`config.mk`:
```
export PLATFORM = sky130hd
export DESIGN_NAME = dds_sweep_ctrl
export DESIGN_NICKNAME = d
export VERILOG_FILES = /design/src/rtl/dds_sweep_ctrl.sv
export SDC_FILE = /design/constraint.sdc
export NUM_CORES = 1
export LEC_CHECK = 0
export ABC_CLOCK_PERIOD_IN_PS = 13600
export BUFFER_PORTS_ARGS = -buffer_cell sky130_fd_sc_hd__buf_2
export CORE_MARGIN = 2
export CORE_UTILIZATION = 40
export DETAILED_ROUTE_END_ITERATION = 12
export MAX_ROUTING_LAYER = met4
export SYNTH_ARGS = -nofsm -noshare
export SYNTH_HDL_FRONTEND = slang
export SYNTH_SLANG_ARGS = --single-unit
```
`constraint.sdc`:
```
create_clock -name clk -period 13.6 [get_ports clk]
set_clock_uncertainty 0.1 [all_clocks]
set_input_delay 2.72 -clock clk [delete_from_list [all_inputs] [get_ports clk]]
set_output_delay 2.72 -clock clk [all_outputs]
set_load 0.005 [all_outputs]
```
`src/rtl/dds_sweep_ctrl.sv`:
```
// Linear frequency-sweep scheduler that drives K (frequency word) and P (phase offset) into the DDS core.
// Define DDS_SWEEP_BIDIR_EN to add cfg_bidir and up/down (triangle) sweeping.
module dds_sweep_ctrl #(
  parameter int KW      = 32,
  parameter int PW      = 11,
  parameter int DWELL_W = 16
) (
  input  logic               clk,
  input  logic               rst,
  input  logic               cfg_valid,
  output logic               cfg_ready,
  input  logic [KW-1:0]      cfg_k_start,
  input  logic [KW-1:0]      cfg_k_stop,
  input  logic [KW-1:0]      cfg_k_step,
  input  logic [DWELL_W-1:0] cfg_dwell,
  input  logic [PW-1:0]      cfg_p,
  input  logic               cfg_loop,
`ifdef DDS_SWEEP_BIDIR_EN
  input  logic               cfg_bidir,
`endif
  input  logic               start,
  input  logic               abort,
  output logic [KW-1:0]      K,
  output logic [PW-1:0]      P,
  output logic               k_upd,
  output logic               busy,
  output logic               done
);

  typedef enum logic [1:0] {IDLE, DWELL, STEP} state_t;

  state_t             state;
  logic [KW-1:0]      k_start_s, k_stop_s, k_step_s;
  logic [DWELL_W-1:0] dwell_s, cnt;
  logic [PW-1:0]      p_s;
  logic               loop_s;
  logic               hs;

  logic [KW-1:0]      step_eff;
  logic [KW:0]        up_sum;
  logic [KW-1:0]      up_next;
  logic               at_top;
  logic [KW-1:0]      k_next;
  logic               finish;

  // When start coincides with a config handshake, the freshly accepted values seed the sweep.
  logic [KW-1:0]      st_k;
  logic [PW-1:0]      st_p;
  logic [DWELL_W-1:0] st_d;

`ifdef DDS_SWEEP_BIDIR_EN
  logic               bidir_s, dir_dn, dir_next, at_bot;
  logic [KW:0]        dn_diff;
  logic [KW-1:0]      dn_next;
`endif

  assign cfg_ready = (state == IDLE);
  assign busy      = (state != IDLE);
  assign hs        = cfg_valid & cfg_ready;

  assign st_k = hs ? cfg_k_start : k_start_s;
  assign st_p = hs ? cfg_p       : p_s;
  assign st_d = hs ? cfg_dwell   : dwell_s;

  // Zero step would stall the sweep; the KW+1-bit sum clamps instead of wrapping.
  assign step_eff = (k_step_s == '0) ? KW'(1) : k_step_s;
  assign up_sum   = {1'b0, K} + {1'b0, step_eff};
  assign up_next  = (up_sum > {1'b0, k_stop_s}) ? k_stop_s : up_sum[KW-1:0];
  assign at_top   = (K >= k_stop_s);

`ifdef DDS_SWEEP_BIDIR_EN
  assign dn_diff = {1'b0, K} - {1'b0, step_eff};
  assign dn_next = (dn_diff[KW] || (dn_diff[KW-1:0] < k_start_s)) ? k_start_s : dn_diff[KW-1:0];
  assign at_bot  = (K <= k_start_s);
`endif

  always_comb begin
    k_next = up_next;
    finish = 1'b0;
`ifdef DDS_SWEEP_BIDIR_EN
    dir_next = dir_dn;
    if (bidir_s) begin
      if (!dir_dn) begin
        if (at_top) begin
          if (!at_bot) begin
            dir_next = 1'b1;
            k_next   = dn_next;
          end else if (loop_s) begin
            k_next = k_start_s;
          end else begin
            finish = 1'b1;
          end
        end
      end else if (at_bot) begin
        if (loop_s) begin
          dir_next = 1'b0;
          k_next   = up_next;
        end else begin
          finish = 1'b1;
        end
      end else begin
        k_next = dn_next;
      end
    end else if (at_top) begin
      if (loop_s) k_next = k_start_s;
      else        finish = 1'b1;
    end
`else
    if (at_top) begin
      if (loop_s) k_next = k_start_s;
      else        finish = 1'b1;
    end
`endif
  end

  always_ff @(posedge clk or posedge rst) begin
    if (rst) begin
      state     <= IDLE;
      K         <= '0;
      P         <= '0;
      k_upd     <= 1'b0;
      done      <= 1'b0;
      cnt       <= '0;
      k_start_s <= '0;
      k_stop_s  <= '0;
      k_step_s  <= '0;
      dwell_s   <= '0;
      p_s       <= '0;
      loop_s    <= 1'b0;
`ifdef DDS_SWEEP_BIDIR_EN
      bidir_s   <= 1'b0;
      dir_dn    <= 1'b0;
`endif
    end else begin
      k_upd <= 1'b0;
      done  <= 1'b0;
      if (hs) begin
        k_start_s <= cfg_k_start;
        k_stop_s  <= cfg_k_stop;
        k_step_s  <= cfg_k_step;
        dwell_s   <= cfg_dwell;
        p_s       <= cfg_p;
        loop_s    <= cfg_loop;
`ifdef DDS_SWEEP_BIDIR_EN
        bidir_s   <= cfg_bidir;
`endif
      end
      if (state == IDLE) begin
        if (start && !abort) begin
          K     <= st_k;
          P     <= st_p;
          cnt   <= st_d;
          k_upd <= 1'b1;
          state <= DWELL;
`ifdef DDS_SWEEP_BIDIR_EN
          dir_dn <= 1'b0;
`endif
        end
      end else if (abort) begin
        state <= IDLE;
      end else begin
        case (state)
          DWELL: begin
            if (cnt == '0) state <= STEP;
            else           cnt   <= cnt - DWELL_W'(1);
          end
          STEP: begin
            if (finish) begin
              state <= IDLE;
              done  <= 1'b1;
            end else begin
              K     <= k_next;
              k_upd <= 1'b1;
              cnt   <= dwell_s;
              state <= DWELL;
`ifdef DDS_SWEEP_BIDIR_EN
              dir_dn <= dir_next;
`endif
            end
          end
          default: state <= IDLE;
        endcase
      end
    end
  end

endmodule

```
-- After elaboration in Yosys (flattened, before gate mapping)
Index checks and enable logic that the tools add are counted.
- word-level logic and storage cells: 72
- output and inout bits: 47
- register bits: 187
- input bits: 129
- magnitude comparators: 2
- multiplexer cells: 35
- reductions and logical operators: 12
- bitwise logic cells: 1
- $add $sub $neg: 2
- equality and inequality tests: 8
- operators by type and width (operator ; number):
    $mux 32 ; 10
    $mux 16 ; 6
    $add 32x32->33 ; 1
    $gt 33x32->1 ; 1
    $ge 32x32->1 ; 1
    $logic_not 32->1 ; 1
    $pmux 16 s2 ; 1
    $logic_not 16->1 ; 1
    $sub 16x1->16 const B ; 1
    $mux 1 ; 12
    $mux 11 ; 1
    $mux 2 ; 4
    $ne 3x3->1 const B ; 2
    $reduce_and 5->1 ; 1
    $ne 2x2->1 const B ; 2
    $ne 4x4->1 const B ; 1
    $pmux 2 s2 ; 1
    $reduce_and 2->1 ; 2
    $reduce_and 4->1 ; 1
    $reduce_bool 2->1 ; 2
    $reduce_bool 3->1 ; 1
    $eq 2x1->1 const B ; 1
    $eq 2x2->1 const B ; 1
    $logic_not 2->1 ; 1
    4 further kinds ; 4

-- Depth between registers and ports, before layout
Gate-level depths: netlist of run 1.
- depth after elaboration: 11
- gate-level depth with buffers: 24
- gate-level depth less buffers: 22

-- Least setup slack after synthesis of run 1
No wires, ideal clock.
- kind: register to register
- start: register k_step_s[24]
- end: register K[13]
- arrival time: 4.536 ns
- stages on the path, launching flop included: 24
- period minus slack after synthesis: 4.758 ns
- required time: 13.378 ns
- buffers on the path: 1
- setup time: 0.122 ns
- path slack: 8.842 ns
- cell sequence: dfrtp_1 -> nor4_1 -> nand4_1 -> o21bai_1 -> ha_1 -> fa_1 -> a211oi_1 -> nor3_1 -> o21ai_1 -> nand2_2 -> a2111oi_0 -> o31ai_1 -> xor2_1 -> ha_1 -> a21oi_1 -> o21ai_1 -> a31oi_1 -> nand2_1 -> a21oi_1 -> o21ai_1 -> or2_1 -> buf_2 -> or3_1 -> a32o_1
- longest elaborated chain between the ends: 11
- ends and longest elaborated chain (item ; line ; RTL):
    start, declared ; 33 ; logic [KW-1:0] k_start_s, k_stop_s, k_step_s;
    start signal, assigned ; 140 ; k_step_s <= cfg_k_step;
    $logic_not 32->1 ; 66 ; assign step_eff = (k_step_s == '0) ? KW'(1) : k_step_s;
    $mux 32 * ; 66 ;
    $add 32x32->33 * ; 67 ; assign up_sum = {1'b0, K} + {1'b0, step_eff};
    $gt 33x32->1 ; 68 ; assign up_next = (up_sum > {1'b0, k_stop_s}) ? k_stop_s : up_sum[KW-1:0];
    $mux 32 * ; 68 ;
    $mux 32 ; 110 ; if (loop_s) k_next = k_start_s;
    $mux 32 * ; 109 ; if (at_top) begin
    $mux 32 * ; 168 ; if (finish) begin
    $mux 32 * ; 162 ; case (state)
    $mux 32 * ; 159 ; end else if (abort) begin
    $mux 32 * ; 148 ; if (state == IDLE) begin
    end signal, assigned ; 150 ; K <= st_k;
    end signal, assigned ; 172 ; K <= k_next;
    end, declared ; 23 ; output logic [KW-1:0] K,
Every way passes the cells marked *; elsewhere a longest branch is shown, timed or not. The select of a mux whose other input is x is not followed.
A chain may end at the register's enable or synchronous reset.

-- Worst setup path after layout of run 1
- start: register k_step_s[17]
- end: register K[13]
The elaborated chain is that of the path after synthesis.

==> summary.txt, run 1 <==
Final layout
  • FF/Latch Area: 4680 µm²
  • Layout cells sized above 1: 17.1%
  • Final Net Count: 1,692
  • Fillers: 2,884
  • Layout area overhead: 14.5%
  • Area of the multi-input gates: 6280 µm²
  • Post-route insts no fill: 1,867

Synth
  • Area leader, netlist: dfrtp_1
  • Synth Area per Inst: 8.48 µm²
  • Syn nets: 1,584
  • Unique masters post-synth: 76
  • Syn Inst Count: 1,357
  • Post-synth top flop: dfrtp_1
  • Post-synthesis register bit count: 187
  • Ys Warns: 0
  • Synth cell count leaders: nand2_1, dfrtp_1, ha_1
  • Cell area after synthesis: 11,500 µm²
  • Post-synth ARST share: 100%
  • Top-count cell post-synth: nand2_1
  • Number of synthesized flops with an enable pin: 0
  • Synth area leaders: dfrtp_1, nand2_1, ha_1, a21oi_1, o21ai_0
  • Share of the synthesized area in the top cell type: 40.7%
  • Post-synthesis sequential area ratio: 40.7%

Drt
  • DRC errors left: 0
  • Vias/cell: 5.41
  • WL/cell: 18.3 µm
  • Via count: 10,109
  • Antenna-violating nets left: 0
  • First-pass DRT Iterations: 5
  • Final WL: 34,100 µm
  • Initial drt markers: 873

STA
  • Unrepaired setup endpoints after global routing: false
  • Max Clk Rate: 144 MHz
  • Headroom to the max-slew limit: 25.9%
  • Fin Setup TNS: 0 ns
  • Least-Margin Pin Slew: 1.10 ns
  • Fin. max-slew vios: 0
  • Setup violators final: 0
  • Count of final hold-check violations: 0
  • Tmin final: 6.94 ns
  • Tcrit/Tclk final: 51.0%

Setup path
  • Crit-path max FO: 23
  • Worst EP required: 13.83 ns
  • RR Startpoint: k_step_s[17]
  • CP Data Arrival Time: 7.17 ns
  • CP startpoint: k_step_s[17]
  • CP Capture Type: flip-flop
  • Startpoint class of the critical path: flip-flop
  • FF-to-FF path depth: 21
  • Crit Path Class: reg2reg

Power and ir drop
  • Leakage: 6.41 nW
  • Pwr Total: 3.09 mW
  • Worst VDD drop: 126 µV
  • Power per Cell Area: 235 nW/µm²

Place
  • Port bufs: 175
  • Dpl hpwl: 24,900 µm
  • Final GP Congestion: 0.910
  • Dpl cells: 1,830

Floorplan
  • Die extent in y: 174 µm
  • FP Rows: 62
  • Initial Util: 40.3%
  • Die X: 174 µm
  • # IOs: 176
  • CORE AREA: 28,500 µm²
  • Die ar.: 30,100 µm²

Clock network
  • CTS Buffer Depth: 2
  • Post-CTS Setup Inserts: 0
  • Clk slew on worst S/H paths: 0.08 ns
  • Clk sinks: 187
  • Total CTS buffers: 17
  • Clock Latency Late Sink: 0.46 ns
  • PostCTS Resize Cnt: 0
  • CTS tree: yes
  • CTS Hold Buffers Added: 0
  • Root buffer cell: clkbuf_16
  • H-Tree Depth: 4

GRT
  • Largest net degree at the start of global routing: 123
  • Vias in the first global route: 10,020
  • First-pass GRT wire length: 55,000 µm
  • Congestion Overflow GR: 0
  • GRT Total Usage: 23.9%
  • Initial antenna violation count: 5

Min path
  • Hold Path Cell Cnt: 2
  • Hold Crit Class: reg2reg
  • Hold_sp: dwell_s[13]

Run
  • Max cap viols: 0

Status
  • Status: complete, no violations
## state kept, by name, indices dropped and copies added (netlist names), 2 cells and up
name,flops
K,32
k_step_s,32
k_start_s,32
cnt,16
p_s,11
k_stop_s,32
state,2
P,11
dwell_s,16
## critical path, cell delays in order, from the launching register on
cell      delay, ns
dfrtp_1        0.41
nor4_1         0.55
nand4_1        0.35
o21bai_1       0.23
ha_1           0.23
fa_1           0.26
a211oi_1       0.11
nor3_1         0.32
o21ai_1        0.15
nand2_2        0.18
a31oi_1        0.18
o31a_1         0.34
a21oi_1        0.33
ha_1           0.20
nand3_1        0.08
nor3_1         0.34
o31ai_1        0.14
o21a_1         0.13
o21ai_1        0.84
or2_1          0.92
nand3_1        0.15
a32o_1         0.29
## per-stage QoR
step                worst slack [ns]  hold WS, ns  area [µm²]  util [%]
finish                          6.66        0.374       13200      46.2
global route                    6.15        0.395       13200      46.2
CTS                             6.61        0.378       13200      46.1
detailed placement              6.66        0.356       12600      44.0
global placement                6.88        0.351       12600      44.0
floorplan                       5.69        0.336       11500         -
## where the power goes
group	internal (mW)	switching (mW)	total, mW	leakage [nW]
clock	0.253	0.271	0.524	0.294
sequential	0.705	0.161	0.866	2.27
combinational	0.670	1.03	1.70	3.84
total	1.63	1.46	3.09	6.41
## cell families (layout without fill, tap and decap cells)
family / Yosys count / count (layout) / share of synthesized area, %
compound gates: 322 / 322 / 18.6
xor+xnor: 27 / 27 / 2.05
fa+ha+maj: 98 / 98 / 10.7
buf+inv: 141 / 262 / 4.86
flops: 187 / 187 / 40.7
mux: 27 / 27 / 2.47
other cells: 0 / 5 / 0
simple gates: 555 / 555 / 20.7
## layer usage
| metal | wire length (µm) | global-route usage [%] | vias to the layer above |
|---|---|---|---|
| li1 | - | - | 4968 |
| met1 | 16400 | 33.1 | 4834 |
| met2 | 15000 | 35.2 | 281 |
| met3 | 2180 | 5.83 | 26 |
| met4 | 550 | 6.13 | 0 |
| met5 | 0 | - | - |
## cell type report
class,instances,area share (%)
Timing Repair Buffer,181,6.99
Clock buffer,17,3.23
Multi-Input combinational cell,1029,47.7
Tap cell,384,3.65
Antenna cell,5,0.0949
Sequential cell,187,35.5
Inverter,49,1.45
Clock inverter,15,1.39
## layout by cell type, fill, tap and decap left out, types with 12 or more instances in the layout
master,instances
nor3_1,23
o21ai_1,15
o221ai_1,14
a21o_1,18
mux2i_1,16
a211oi_1,16
xor2_1,12
ha_1,97
inv_1,46
xnor2_1,15
a21oi_1,77
nand3_1,20
nor2_1,39
nand2_1,397
o21ai_0,73
dfrtp_1,187
buf_2,175
clkbuf_16,17
## worst paths after layout
path | endpoint | slack [ns]
min reg2reg | dwell_s[13] | 0.37
max | K[13] | 6.66
min in group asynchronous | dwell_s[3] | 2.32
max reg2reg | K[13] | 6.66
max in group asynchronous | k_step_s[17] | 9.64
min | dwell_s[13] | 0.37
Power figures use the tool's default switching activity.
==> run 2, diff against run 1 <==
ABC_CLOCK_PERIOD_IN_PS = 6550   (was 13600)
clock period = 6.55 ns   (was 13.6 ns; I/O delays follow)
==> run 2 against run 1 <==
Effect of this change:
- sequential cell count unchanged
- sequential share of layout area fell by 0.22 points
- sequential power rose by 110%
- power is 110% higher
- final cell count rose by 0.43%
- clock-buffer cell count rose by 2
- global-route usage shrank 0.65 points
- non-clock buffer count increased by 6
- fmax increased by 13%
- combinational power is 110% higher
- critical endpoint unchanged
- largest cell class unchanged
- largest power group unchanged
==> summary.txt, run 2 (synthesized netlist as in run 1, its figures left out) <==
Status
  • Status: complete, no violations

Run
  • Max cap viols: 0 (unchanged)

Drt
  • DRC errors left: 0 (unchanged)
  • WL/cell: 18.2 µm (-0.51%)
  • Initial drt markers: 750 (-14%)
  • Final WL: 34,100 µm (about the same)
  • Antenna-violating nets left: 0 (unchanged)
  • First-pass DRT Iterations: 5 (unchanged)
  • Via count: 10,200 (+0.90%)
  • Vias/cell: 5.44 (+0.47%)

STA
  • Headroom to the max-slew limit: 26.1% (+0.18 points)
  • Setup violators final: 0 (unchanged)
  • Least-Margin Pin Slew: 1.11 ns (+0.00472 ns)
  • Fin. max-slew vios: 0 (unchanged)
  • Tcrit/Tclk final: 93.5% (+43 points)
  • Tmin final: 6.13 ns (-0.812 ns)
  • Count of final hold-check violations: 0 (unchanged)
  • Unrepaired setup endpoints after global routing: false
  • Max Clk Rate: 163 MHz (+13%)
  • Fin Setup TNS: 0 ns (unchanged)

Floorplan
  • FP Rows: 62 (unchanged)
  • Initial Util: 40.3% (unchanged)
  • # IOs: 176 (unchanged)
  • Die X: 174 µm (unchanged)
  • Die ar.: 30,100 µm² (unchanged)
  • Die extent in y: 174 µm (unchanged)
  • CORE AREA: 28,500 µm² (unchanged)

Place
  • Dpl hpwl: 25,000 µm (+0.24%)
  • Port bufs: 175 (unchanged)
  • Final GP Congestion: 0.914 (+0.43%)

Setup path
  • Crit path buf inv count: 0 (unchanged)
  • Slowest stage delay, CP: 0.75 ns (-0.17 ns)
  • Crit-path cells: nor4_1 > nand4_1 > o21bai_1 > ha_1 > fa_1 > a211oi_1 > nor3_1 > o21ai_1 > nand2_2 > a2111oi_0 > o31ai_1 > xor2_1 > ha_1 > a21oi_1 > o21ai_1 > a31oi_1 > nand2_1 > a21oi_1 > o21ai_1 > or2_1 > or3_1 > a32o_1
  • CP Data Arrival Time: 6.36 ns (-0.81 ns)
  • Crit Path Class: reg2reg
  • Crit-path slowest cell: a2111oi_0
  • Family with the most delay on the worst path: compound AO/OA/AOI/OAI gates
  • Startpoint class of the critical path: flip-flop
  • Worst EP required: 6.79 ns (-7.04 ns)
  • CP Capture Type: flip-flop
  • Crit-path max FO: 8 (-65%)
  • Worst path most repeated cell: o21ai_1

Clock network
  • CTS Buffer Depth: 2 (unchanged)
  • CTS tree: yes
  • Clock Latency Late Sink: 0.45 ns (about the same)
  • CTS Hold Buffers Added: 0 (unchanged)
  • Clk sinks: 187 (unchanged)
  • Total CTS buffers: 17 (unchanged)
  • Clk slew on worst S/H paths: 0.08 ns (about the same)
  • H-Tree Depth: 4 (unchanged)
  • Root buffer cell: clkbuf_16

GRT
  • Largest net degree at the start of global routing: 136 (+11%)
  • Initial antenna violation count: 6 (+1)
  • M2 GR Usage: 33.3% (-1.8 points)
  • GRT Total Usage: 23.2% (-0.65 points)
  • GR Util met3: 4.80% (-1.0 points)
  • Met1 Use GR: 32.9% (-0.14 points)
  • First-pass GRT wire length: 53,500 µm (-2.7%)
  • Busiest layer in global routing: met2
  • Vias in the first global route: 9,650 (-3.7%)
  • Congestion Overflow GR: 0 (unchanged)

Final layout
  • Fillers: 2,880 (-0.14%)
  • Layout area overhead: 15.2%
  • Most common cell after layout, fill and taps aside: nand2_1
  • Final Net Count: 1,698 (+0.35%)
  • Commonest cells after routing, fill and taps aside: nand2_1, dfrtp_1, buf_2
  • Layout cells sized above 1: 17.5% (+0.40 points)

Power and ir drop
  • Power per Cell Area: 493 nW/µm² (+110%)
  • Leakage: 6.46 nW (+0.71%)
  • Worst VDD drop: 264 µV (+110%)
  • Pwr Total: 6.54 mW (+110%)

Min path
  • Hold Crit Class: reg2reg
==> run 2: cell types whose count changed in the layout (fill, tap and decap cells not counted), sizes merged <==
cell      change
clkinv        +3
clkbuf        +2
diode         +2
bufinv        +2
clkinvlp      -1
buf           +6
inv           -6
==> run 2: worst paths after layout <==
check / start / endpoint / slack [ns] / depth (start not counted)
setup / recovery: k_step_s[16] / K[13] / 0.42 / 22
hold / removal: p_s[9] / p_s[9] / 0.37 / 2
setup reg to reg: k_step_s[16] / K[13] / 0.42 / 22
hold reg to reg: p_s[9] / p_s[9] / 0.37 / 2
max in group asynchronous: rst / k_step_s[25] / 4.09 / 3
min in group asynchronous: rst / dwell_s[0] / 0.97 / 2
==> run 2: where the power goes <==
part	internal (mW)	switching, mW
combinational	1.47	2.16
sequential	1.46	0.332
clock	0.602	0.514
==> run 2: repair_timing <==
| item | 4_1_cts | 5_1_grt |
|---|---|---|
| endpoints found under the setup margin | 0 | 28 |
| setup buffers | 0 | 0 |
| resized for setup | 0 | 3 |
==> run 2: worst register-to-register path, delay by kind of cell (launching register included) <==
kind,cells,cell delay (ns)
adders and majority gates,3,1.00
xor gates and xnor gates,1,0.37
DFF,1,0.42
and+or+nand+nor,7,1.50
AOI/OAI and AO/OA,11,2.65
==> run 2: per-layer routing <==
layer	wire length, µm	vias up
met5	0	-
met4	775	0
met3	1920	41
met2	14800	305
met1	16600	4860
li1	-	4994
==> run 2: stage by stage <==
stage / utilization (%) / cells / hold WS (ns) / instance area [µm²] / setup WS [ns]
final: 46.4 / 1875 / 0.369 / 13300 / 0.423
after global routing: 46.4 / 1874 / 0.397 / 13300 / 0.0108
after CTS: 46.4 / 1868 / 0.372 / 13200 / 0.329
after detailed placement: 44.1 / 1836 / 0.355 / 12600 / 0.344
after global placement: 44.1 / 1836 / 0.351 / 12600 / 0.419
after floorplan: - / 1357 / 0.336 / 11500 / 0.0546
==> run 2: area by class of cell <==
| class | instances | area, µm² | share of cell area [%] |
|---|---|---|---|
| multi-input cells | 1029 | 6290 | 47.5 |
| flip-flops and latches | 187 | 4680 | 35.3 |
| repair buffers | 187 | 966 | 7.29 |
| well taps | 384 | 480 | 3.62 |
| clock buffers | 19 | 453 | 3.42 |
| inverters | 49 | 191 | 1.44 |
| clock inverters | 13 | 179 | 1.35 |
| diodes | 7 | 17.5 | 0.132 |
